File: src/rtl/led_bank_ctrl.sv
// rtl/led_bank_ctrl.sv - shadowed LED bank driver with commit, clear and optional masked blink (LED_BANK_BLINK_EN)
module led_bank_ctrl #(
    parameter int LED_W = 24,
    parameter int BUS_W = 16,
    parameter int DIV_W = 22
) (
    input  logic             clk,
    input  logic             rst_in,
    input  logic             wr_en,
    input  logic             rd_en,
    input  logic [1:0]       addr,
    input  logic [BUS_W-1:0] wr_data,
    output logic [BUS_W-1:0] rd_data,
    output logic [LED_W-1:0] led,
    output logic             blink_phase
);

    localparam int HI_W = LED_W - BUS_W;
    localparam logic [1:0] ADDR_LO   = 2'd0;
    localparam logic [1:0] ADDR_HI   = 2'd1;
    localparam logic [1:0] ADDR_MASK = 2'd2;
    localparam logic [1:0] ADDR_CTRL = 2'd3;

    logic [LED_W-1:0] shadow;
    logic [LED_W-1:0] active;
    logic             pending;
    logic             auto_mode;

    logic wr_lo, wr_hi, wr_ctrl, do_commit, do_clear;
    logic [BUS_W-1:0] hi_ext;
    logic [BUS_W-1:0] mask_ext;
    logic [BUS_W-1:0] ctrl_ext;
    logic [BUS_W-1:0] rd_next;
    logic [LED_W-1:0] led_next;

    assign wr_lo   = wr_en && (addr == ADDR_LO);
    assign wr_hi   = wr_en && (addr == ADDR_HI);
    assign wr_ctrl = wr_en && (addr == ADDR_CTRL);
    // Data writes use the AUTO value held before this edge; CTRL commit is unconditional.
    assign do_commit = ((wr_lo || wr_hi) && auto_mode) || (wr_ctrl && wr_data[1]);
    assign do_clear  = wr_ctrl && wr_data[2];

`ifdef LED_BANK_BLINK_EN
    localparam int NB = LED_W / 8;

    logic [NB-1:0]    mask;
    logic [DIV_W-1:0] prescaler;
    logic             phase_q;

    always_ff @(posedge clk or negedge rst_in) begin
        if (!rst_in) begin
            mask      <= '0;
            prescaler <= '0;
            phase_q   <= 1'b0;
        end else begin
            if (wr_en && (addr == ADDR_MASK))
                mask <= wr_data[NB-1:0];
            prescaler <= prescaler + 1'b1;
            if (&prescaler)
                phase_q <= ~phase_q;
        end
    end

    assign blink_phase = phase_q;

    always_comb begin
        mask_ext           = '0;
        mask_ext[NB-1:0]   = mask;
        led_next           = active;
        for (int b = 0; b < NB; b++) begin
            if (phase_q && mask[b])
                led_next[8*b +: 8] = 8'h00;
        end
    end
`else
    logic [DIV_W-1:0] unused_div;

    assign unused_div  = '0;
    assign blink_phase = 1'b0;
    assign mask_ext    = '0;
    assign led_next    = active;
`endif

    always_comb begin
        hi_ext            = '0;
        hi_ext[HI_W-1:0]  = shadow[LED_W-1:BUS_W];
        ctrl_ext          = '0;
        ctrl_ext[3]       = pending;
        ctrl_ext[0]       = auto_mode;
        case (addr)
            ADDR_LO:   rd_next = shadow[BUS_W-1:0];
            ADDR_HI:   rd_next = hi_ext;
            ADDR_MASK: rd_next = mask_ext;
            default:   rd_next = ctrl_ext;
        endcase
    end

    always_ff @(posedge clk or negedge rst_in) begin
        if (!rst_in) begin
            shadow    <= '0;
            active    <= '0;
            pending   <= 1'b0;
            auto_mode <= 1'b1;
            led       <= '0;
            rd_data   <= '0;
        end else begin
            if (wr_ctrl)
                auto_mode <= wr_data[0];
            if (do_clear) begin
                shadow  <= '0;
                active  <= '0;
                pending <= 1'b0;
            end else begin
                if (wr_lo)
                    shadow[BUS_W-1:0] <= wr_data;
                if (wr_hi)
                    shadow[LED_W-1:BUS_W] <= wr_data[HI_W-1:0];
                // Copy uses the shadow held before this edge; a new request re-arms pending.
                if (pending)
                    active <= shadow;
                pending <= do_commit;
            end
            led <= led_next;
            if (rd_en)
                rd_data <= rd_next;
        end
    end

endmodule
File: config.mk
export PLATFORM = sky130hd
export DESIGN_NAME = led_bank_ctrl
export DESIGN_NICKNAME = d
export VERILOG_FILES = /design/src/rtl/led_bank_ctrl.sv
export SDC_FILE = /design/constraint.sdc
export NUM_CORES = 1
export LEC_CHECK = 0
export CORE_UTILIZATION = 30
export CTS_BUF_LIST = sky130_fd_sc_hd__clkbuf_4
export DETAILED_ROUTE_END_ITERATION = 10
export SYNTH_ARGS = -nofsm -noshare
export SYNTH_HDL_FRONTEND = slang
export SYNTH_SLANG_ARGS = --single-unit
File: constraint.sdc
create_clock -name clk -period 1.2 [get_ports clk]
set_input_delay 0.24 -clock clk [delete_from_list [all_inputs] [get_ports clk]]
set_output_delay 0.24 -clock clk [all_outputs]
set_load 0.05 [all_outputs]
==> summary.md <==
| Metric | Value |
|---|---|
| Number of nets with antenna violations after routing | 0 |
| Crit path DAT | around 1100 ps |
| Crit-path leading delay family | flip-flops |
| Largest net degree at the start of global routing | 24 |
| Drt pass-1 iters | 4 |
| Total wire length | about 7.3 mm |
| Clk buf depth | 2 |
| Die Span Y | around 110 µm |
| Status | finished with violations |
| Port bufs | between 60 and 70 |
| Die footprint | roughly 0.012 mm² |
| FP Rows | 38 |
| Initial antenna violation count | 0 |
| Clk root buf | clkbuf_4 |
| RR Startpoint | pending |
| GR Util All Layers | 0.135 |
| Worst path bufs/invs | 1 |
| CP peak stage delay | ~460 ps |
| Avg Cell Area, Syn | ~12 µm² |
| Fmax achieved | 0.763 GHz |
| Routability cong. | 0.797 |
| Fill count | 1028 |
| Reg-to-Reg End | active[5] |
| First-pass GRT wire length | about 12 mm |
| DIE WIDTH | between 100 and 150 µm |
| IO Pins | 63 |
| Syn Nets | about 300 |
| Final hold vios | 0 |
| Crit path launch type | flop |
| Layout Utilization | 0.455 |
| Hpwl dp | roughly 5.5 mm |
| Slew Limit Fails | 0 |
| Sequential share of power | 0.461 |
| Initial Utilization | 0.312 |
| Crit path capture type | output port |
| Req. time, crit path | about 960 ps |
| Cell variety after synth | 29 |
| Max cap viols | 0 |
| CTS tree | built |
| Setup ws final | -110 ps |
| DR iter-0 viols | 90 |
| Fin crit period | about 1300 ps |
| CORE AREA | 0.0109 mm² |
| Failing checks | negative setup slack |
| Skew final | about 15 ps |
| Seq/Total Area, Yosys | 0.661 |
| Crit path kind | flop to output port |
| Post-Syn Instances | 283 |
| Worst skew pair latency | approximately 440 ps |
| Synthesis Warnings | 0 |
| Vias per inst | 4.46 |
| NetSw | about 0.0030 W |
| CTS H-tree lvls | 3 |
| Crit path cell chain | buf_12 |
| Ratio of cells with drive above 1 in the final layout | 0.255 |
| Pleak | approximately 2.3 nW |
| Total grt overflow | 0 |
| Final #Nets | 390 |
| Commonest cells after routing, fill and taps aside | dfrtp_1 (89), buf_12 (46), mux2i_1 (39), nor2_1 (33), nand2_1 (26) |
| Worst r2r path cells | 3 |
| Final hold slack | between 200 and 250 ps |
| ANT cells | 0 |
| Vias in the first global route | approximately 2300 |
| Total CTS buffers | 9 |
| Reg-to-reg slack, setup | 120 ps |
| Worst-path clk slew | ~150 ps |
| VDD IR max | between 0.0009 and 0.001 V |
| Slowest cell on crit path | dfrtp_1 |
| CP max FO | 2 |
| Yosys reg bits | 90 |
| CTS sink cnt | 90 |
| Final period utilization | 1.09 |
| Min-Delay Path Class | input port to async pin |
| Final setup fails | 40 |
| DR WL/cell | between 10 and 15 µm |
| Layout area overhead | 46.0% |
| Combinational share of power | 0.325 |
| Sw Ratio | 0.336 |
| Routed vias | 2286 |
| Post-route DRC violation count | 0 |
| PD cells | 1790 mW/mm² |
| Clk pwr share | 0.214 |
| Commonest non-fill, non-tap cell in the layout | dfrtp_1 |
| RSZ-0062 raised after global routing | yes |
| Internal | a little under 0.006 W |
| Synthesized cell area | between 0.003 and 0.004 mm² |
## per-layer routing
metal  GRT usage  share of wire
met5           0              0
met2       0.210           0.48
met4      0.0376         0.0079
met1       0.183           0.46
met3      0.0412          0.050
## sequential cells by signal, summed over array words and instances (netlist names)
| name | count |
|---|---|
| active | 24 |
| pending | 1 |
| shadow | 24 |
| rd_data | 16 |
| led | 24 |
| auto_mode | 1 |
## stage by stage
| stage | cell area [µm²] | setup slack (ps) | total power (W) | cells | TNS [ps] |
|---|---|---|---|---|---|
| floorplan | 3420 | -12.0 | 0.00542 | 283 | -91.4 |
| global placement | 4740 | -404 | 0.00706 | 491 | -22740 |
| detailed placement | 4740 | -460 | 0.00710 | 491 | -25010 |
| CTS | 4950 | -123 | 0.00902 | 511 | -3460 |
| global route | 4980 | -173 | 0.00936 | 513 | -5150 |
| finish | 4980 | -110 | 0.00894 | 513 | -2640 |
## power by group through the flow
stage / Combinational, W / Sequential (W) / Clock [W]
2_1_floorplan: 0.000536 / 0.00488 / 0
3_3_place_gp: 0.00287 / 0.00420 / 0
3_5_place_dp: 0.00289 / 0.00421 / 0
4_1_cts: 0.00292 / 0.00414 / 0.00196
5_1_grt: 0.00305 / 0.00420 / 0.00210
6_report: 0.00290 / 0.00412 / 0.00192
## repair_timing
action	in CTS	in global routing
pin swaps	0	1
hold endpoints to repair	78	0
gates resized for setup	0	6
buffers inserted	3	2
endpoints found under the setup margin	40	50
hold buffers	1	0
## area by class of cell
cell class / count / area [µm²] / area share
timing repair buffer: 93 / 1350 / 0.270
clock buffer: 9 / 67.6 / 0.0136
multi-input combinational: 159 / 981 / 0.197
tap: 140 / 175 / 0.0352
clock inverter: 7 / 101 / 0.0204
sequential: 90 / 2250 / 0.453
inverter: 15 / 56.3 / 0.0113
## Yosys cell counts, drive strengths merged
| cell | instances | area [µm²] |
|---|---|---|
| o211ai | 2 | 15.0 |
| a21boi | 1 | 7.51 |
| dfstp | 1 | 26.3 |
| a22o | 1 | 8.76 |
| o22ai | 6 | 37.5 |
| nand4 | 1 | 6.26 |
| nor2 | 33 | 124 |
| nor3b | 1 | 18.8 |
| a21oi | 15 | 75.1 |
| nand2 | 30 | 120 |
| dfrtp | 89 | 2230 |
| mux2 | 1 | 11.3 |
| o21ai | 9 | 45.0 |
| o21a | 2 | 15.0 |
| nand2b | 2 | 12.5 |
| buf | 16 | 111 |
| or3b | 1 | 8.76 |
| nand3b | 2 | 15.0 |
| inv | 15 | 56.3 |
| nand3 | 11 | 55.1 |
| and4 | 1 | 8.76 |
| mux2i | 39 | 390 |
| conb | 1 | 3.75 |
| clkbuf | 3 | 11.3 |
## worst max path at each step
stage	to	slack [ps]	from	cells after the start
CTS	rd_data[7]	-120	rd_data[7]	1
global route	rd_data[7]	-170	rd_data[7]	1
floorplan	shadow[10]	-10	addr[0]	6
global placement	active[21]	-400	addr[0]	4
detailed placement	shadow[10]	-460	addr[0]	6
finish	rd_data[7]	-110	rd_data[7]	1
## kinds of logic (layout without fill, tap and decap cells)
| logic type | count (synthesis) | after routing | share of synthesized area |
|---|---|---|---|
| AND/OR/NAND/NOR | 82 | 82 | 0.108 |
| other | 1 | 1 | 0.00110 |
| flip-flops | 90 | 90 | 0.661 |
| multiplexers | 40 | 40 | 0.118 |
| buffers and inverters | 34 | 124 | 0.0525 |
| AO/OA/AOI/OAI | 36 | 36 | 0.0598 |
Note: power is estimated with default switching activity, not from simulation.
==> edit 1: new RTL, config.mk and constraints unchanged <==
The option `LED_BANK_BLINK_EN` is turned on by a define.
--- a/src/rtl/led_bank_ctrl.sv
+++ b/src/rtl/led_bank_ctrl.sv
@@ -1,4 +1,6 @@
 // rtl/led_bank_ctrl.sv - shadowed LED bank driver with commit, clear and optional masked blink (LED_BANK_BLINK_EN)
+`define LED_BANK_BLINK_EN
+
 module led_bank_ctrl #(
     parameter int LED_W = 24,
     parameter int BUS_W = 16,
Function: changed (Yosys sat finds a counterexample within 4 cycles, from zero or initial values and one cycle with rst_in low).
==> edit 1 against the original RTL <==
The run still ends with setup timing left. Cell area up 40%. Sequential cell count is 26 higher. Synthesized area grew 37%. Worst setup slack worse by 0.077 ns. Total power increased by 24%. Clock power up 49%. Routed wire length increased by 45%. Clock skew about the same. Critical path depth unchanged. Register-to-register slack worse by 0.27 ns. Largest power group unchanged. Highest routed layer unchanged.
==> edit 1: results (changes against the original RTL) <==
drt_iter0_drc: 154  # was 90
setup_viol_count_final: 59  # was 40
p_leak_uw: 0.00331  # was 0.00232 uW
post_synth_fa_ha_maj_area_fraction_pct: 0.269  # was 0%
globalRouteOverflowTotal: 0  # unchanged
synth-compound-area-share_pct: 4.22  # was 5.98%
number_of_buffers_added_by_the_clock_tree_synthesis_step: 17  # was 9
via_count_of_the_first_global_routing_pass: 3466  # was 2322
synthMuxAreaShare_pct: 9.62  # was 11.8%
dp_hpwl_um: 7480  # was 5460 um
fin_worst_skew_ns: 0.0154  # was 0.0152 ns
place_worst_setup_slack_ns: -0.497  # was -0.460 ns
placedInstanceArea_sq_um: 6350  # was 4740 sq um
worst-endpoint-arrival_ns: 1.15  # was 1.07 ns
drt-vias-per-instance: 4.56  # was 4.46
status: "finished with violations"  # unchanged
critPathSlowestCell: "sky130_fd_sc_hd__dfrtp_2"  # was sky130_fd_sc_hd__dfrtp_1
setup_total_neg_slack_ns: -7.40  # was -2.64 ns
r2r-start: "prescaler[7]"  # was pending
grt_start_max_net_pins: 44  # was 24
netlist_top_cells_count: "115 x sky130_fd_sc_hd__dfrtp_1, 46 x sky130_fd_sc_hd__nand2_1, 43 x sky130_fd_sc_hd__nor2_1"  # was 89 x sky130_fd_sc_hd__dfrtp_1, 39 x sky130_fd_sc_hd__mux2i_1, 33 x sky130_fd_sc_hd__nor2_1
failed_checks: "setup timing"  # unchanged
rr_worst_depth: 5  # was 3
synth.lib_cells_used.distinct: 34  # was 29
port_buffers: 62  # was 61
vdd.ir_drop.worst_uv: 586  # was 950 uV
syn-num-nets: 428  # was 305
synthTopCellsByArea: "sky130_fd_sc_hd__dfrtp_1 62%, sky130_fd_sc_hd__mux2i_1 8.2%, sky130_fd_sc_hd__nand2_1 3.7%"  # was sky130_fd_sc_hd__dfrtp_1 65%, sky130_fd_sc_hd__mux2i_1 11%, sky130_fd_sc_hd__nor2_1 3.6%
setup.reg_to_reg.worst_slack_ns: -0.15  # was 0.12 ns
clock_insertion_delay_worst_skew_ns: 0.54  # was 0.44 ns
final_estimated_routing_congestion_in_global_placement: 0.795  # was 0.797
num-nets-final: 563  # was 390
r2r_end: "blink_phase"  # was active[5]
cts.clk_slew.worst_paths_ns: 0.10  # was 0.15 ns
synth_async_sr_flop_share_pct: 100  # unchanged
grt_pass1_wl_um: 17500  # was 11800 um
reg.largest.list: "active (24), led (24), shadow (24)"  # unchanged
path_max_fanout: 3  # was 2
route.final.wire_length_um: 10600  # was 7320 um
setup_ws_final_ns: -0.188  # was -0.110 ns
max-clock-path-buffers: 2  # unchanged
synthXorXnorAreaFrac_pct: 3.95  # was 0%
placed_cells: 688  # was 491
instances_no_fill: 739  # was 513
synth_area_per_cell_sq_um: 11.5  # was 12.1 sq um
layout-drive-gt1-share_pct: 32.1  # was 25.5%
seq_area_frac_synth_pct: 62.3  # was 66.1%
htree_levels: 4  # was 3
grt_util_all_layers_pct: 14.5  # was 13.5%
edit 1: cells by family after synthesis:
logic type               after synthesis
AO/OA/AOI/OAI                         37
XOR/XNOR                              21
AND/OR/NAND/NOR                      153
adder cells (fa/ha/maj)                1
multiplexers                          43
buffers and inverters                 34
flip-flops                           116
edit 1: what timing repair did:
| item | in CTS | in global routing |
|---|---|---|
| setup endpoints to repair | 57 | 60 |
| hold endpoints to repair | 116 | 0 |
| pin swaps | 24 | 15 |
| resized for setup | 24 | 13 |
| setup buffers | 12 | 9 |
| hold buffers | 1 | 0 |
edit 1: layout make-up:
| type | instances | area, sq um |
|---|---|---|
| flip-flops and latches | 116 | 2910 |
| well taps | 188 | 235 |
| fillers | 1418 | 8240 |
| repair buffers | 134 | 1720 |
| inverters | 16 | 60.1 |
| multi-input cells | 255 | 1760 |
| clock buffers | 22 | 165 |
| clock inverters | 8 | 110 |
edit 1: metal layers:
metal / global-route usage (%) / vias up / share of wire [%]
li1: - / 1616 / -
met1: 18.4 / 1674 / 46
met2: 22.8 / 63 / 49
met3: 3.84 / 16 / 3.2
met4: 7.09 / 0 / 2.0
met5: 0 / - / 0
edit 1: where the power goes:
part           switching [uW]  internal [uW]  leakage (uW)  total, uW
logic                    1570           1590       0.00165       3160
registers                 481           4550       0.00151       5030
clock network            1360           1510      0.000154       2860
total                    3410           7640       0.00331      11100
edit 1: worst max path at each step:
stage	start	endpoint	slack (ns)
detailed placement	addr[1]	rd_data[0]	-0.50
CTS	rd_data[1]	rd_data[1]	-0.25
global route	prescaler[1]	prescaler[20]	-0.25
global placement	addr[1]	rd_data[0]	-0.49
finish	blink_phase	blink_phase	-0.19
floorplan	prescaler[0]	prescaler[12]	-0.09
edit 1: stage by stage:
stage / util (%) / hold WS [ns] / total power [uW]
2_1_floorplan: - / -0.0556 / 6500
3_3_place_gp: 41.8 / 0.0909 / 8250
3_5_place_dp: 41.8 / 0.0925 / 8290
4_1_cts: 44.9 / 0.0233 / 11200
5_1_grt: 45.8 / 0.0395 / 11600
6_report: 45.8 / 0.0689 / 11100
==> edit 2: new RTL, same flow settings <==
Made on the original files. Register the input `rd_en` before use, without a reset. The logic sees it one clock later. The other inputs are not delayed to match.
--- a/src/rtl/led_bank_ctrl.sv
+++ b/src/rtl/led_bank_ctrl.sv
@@ -20,6 +20,12 @@
     localparam logic [1:0] ADDR_HI   = 2'd1;
     localparam logic [1:0] ADDR_MASK = 2'd2;
     localparam logic [1:0] ADDR_CTRL = 2'd3;
+
+    logic rd_en_q;
+
+    always_ff @(posedge clk) begin
+        rd_en_q <= rd_en;
+    end
 
     logic [LED_W-1:0] shadow;
     logic [LED_W-1:0] active;
@@ -121,7 +127,7 @@
                 pending <= do_commit;
             end
             led <= led_next;
-            if (rd_en)
+            if (rd_en_q)
                 rd_data <= rd_next;
         end
     end
Formal check against the unedited RTL: not equivalent (Yosys sat finds a counterexample within 4 cycles, from zero or initial values and one cycle with rst_in low).
==> edit 2 against the original RTL <==
Sequential share of layout area grew 1.0 points. Count of clock-buffer cells in the layout increased by 1. Synthesized area up 0.59%. The flow still finishes with violations (setup timing). Fmax rose by 1.8%. Clock power shrank 26%. Via count up 1.4%. Routed wire length grew 2.0%. Cell area shrank 1.3%. Global-route usage increased by 0.70 points. First-iteration DRC count grew 4.4%. Worst setup slack improved by 0.023 ns. Critical path type unchanged. Total power decreased by 5.1%. Sequential cell count grew 1. Synthesized cell count grew 0.35%.
==> edit 2: results (changes against the original RTL) <==
synth-compound-area-share_pct: 5.94  # was 5.98%
detailedRoute.firstPassIterationCount: 5  # was 4
postCtsSetupBuffers: 6  # was 3
number_of_antenna_repair_diodes: 0  # unchanged
hold_violations: 0  # unchanged
ys_warn_count: 0  # unchanged
fin_worst_skew_ns: 0.0122  # was 0.0152 ns
use_met2_pct: 21.8  # was 21.0%
power.combinational.total_uw: 2890  # was 2900 uW
grt_pass1_wl_um: 12500  # was 11800 um
vdd.ir_drop.worst_uv: 862  # was 950 uV
syn-num-nets: 306  # was 305
detailroute.via_count: 2319  # was 2286
grt_antenna_before_repair: 0  # unchanged
dr_wl_met2_um: 3490  # was 3500 um
rr_worst_depth: 4  # was 3
final_estimated_routing_congestion_in_global_placement: 0.820  # was 0.797
met1Wirelength_um: 3440  # was 3400 um
setup_viol_count_final: 40  # unchanged
setup.reg_to_reg.worst_slack_ns: 0.15  # was 0.12 ns
grt_start_max_net_pins: 34  # was 24
setup_ws_final_ns: -0.0876  # was -0.110 ns
cp-endpoint: "rd_data[2]"  # was rd_data[7]
setup_total_neg_slack_ns: -2.03  # was -2.64 ns
r2r_end: "rd_data[3]"  # was active[5]
synth.lib_cells_used.distinct: 30  # was 29
synth_async_sr_flop_share_pct: 98.9  # was 100%
seqPwrFrac_pct: 49.0  # was 46.1%
drt_iter0_drc: 94  # was 90
num-nets-final: 388  # was 390
placedInstanceArea_sq_um: 4710  # was 4740 sq um
cts_resized: 1  # was 0
layout-drive-gt1-share_pct: 25.3  # was 25.5%
timing.critical_path.slowest_cell_delay_ns: 0.46  # about the same
synthMuxAreaShare_pct: 11.7  # was 11.8%
p_seq_uw: 4160  # was 4120 uW
grtUsageMet3_pct: 4.30  # was 4.12%
failed_checks: "setup timing"  # unchanged
detail_route.wl_per_cell_um: 14.6  # was 14.3 um
grt_use_met1_pct: 19.3  # was 18.3%
path_max_fanout: 2  # unchanged
dp_hpwl_um: 5360  # was 5460 um
power.share.switching_pct: 34.7  # was 33.6%
p_leak_uw: 0.00228  # was 0.00232 uW
count_of_filler_cells_inserted_in_the_layout: 1008  # was 1028
dr_wl_met3_um: 433  # was 364 um
via_count_of_the_first_global_routing_pass: 2473  # was 2322
synthTopCellsByArea: "sky130_fd_sc_hd__dfrtp_1 65%, sky130_fd_sc_hd__mux2i_1 11%, sky130_fd_sc_hd__nor2_1 3.6%"  # unchanged
place_worst_setup_slack_ns: -0.532  # was -0.460 ns
timing.critical_path.from: "rd_data[2]"  # was rd_data[7]
status: "finished with violations"  # unchanged
grt_util_all_layers_pct: 14.2  # was 13.5%
worst-endpoint-arrival_ns: 1.05  # was 1.07 ns
cts.clk_slew.worst_paths_ns: 0.13  # was 0.15 ns
seq_area_frac_synth_pct: 66.3  # was 66.1%
-- edit 2: cell types whose count changed after synthesis --
| cell | delta |
|---|---|
| sky130_fd_sc_hd__dfxtp_1 | +1 |
-- edit 2: area by class of cell --
type | instances | area (sq um) | share of cell area, %
timing repair buffer | 90 | 1310 | 26.6
inverter | 15 | 56.3 | 1.15
clock buffer | 10 | 75.1 | 1.53
clock inverter | 6 | 42.5 | 0.866
sequential | 91 | 2270 | 46.3
tap | 140 | 175 | 3.56
multi-input combinational | 159 | 987 | 20.1
-- edit 2: stage by stage --
| step | hold slack [ns] | util [%] | instances |
|---|---|---|---|
| 2_1_floorplan | -0.0556 | - | 284 |
| 4_1_cts | 0.237 | 44.5 | 509 |
| 6_report | 0.243 | 44.7 | 511 |
| 3_3_place_gp | 0.169 | 42.9 | 486 |
| 5_1_grt | 0.220 | 44.7 | 511 |
| 3_5_place_dp | 0.175 | 42.9 | 486 |
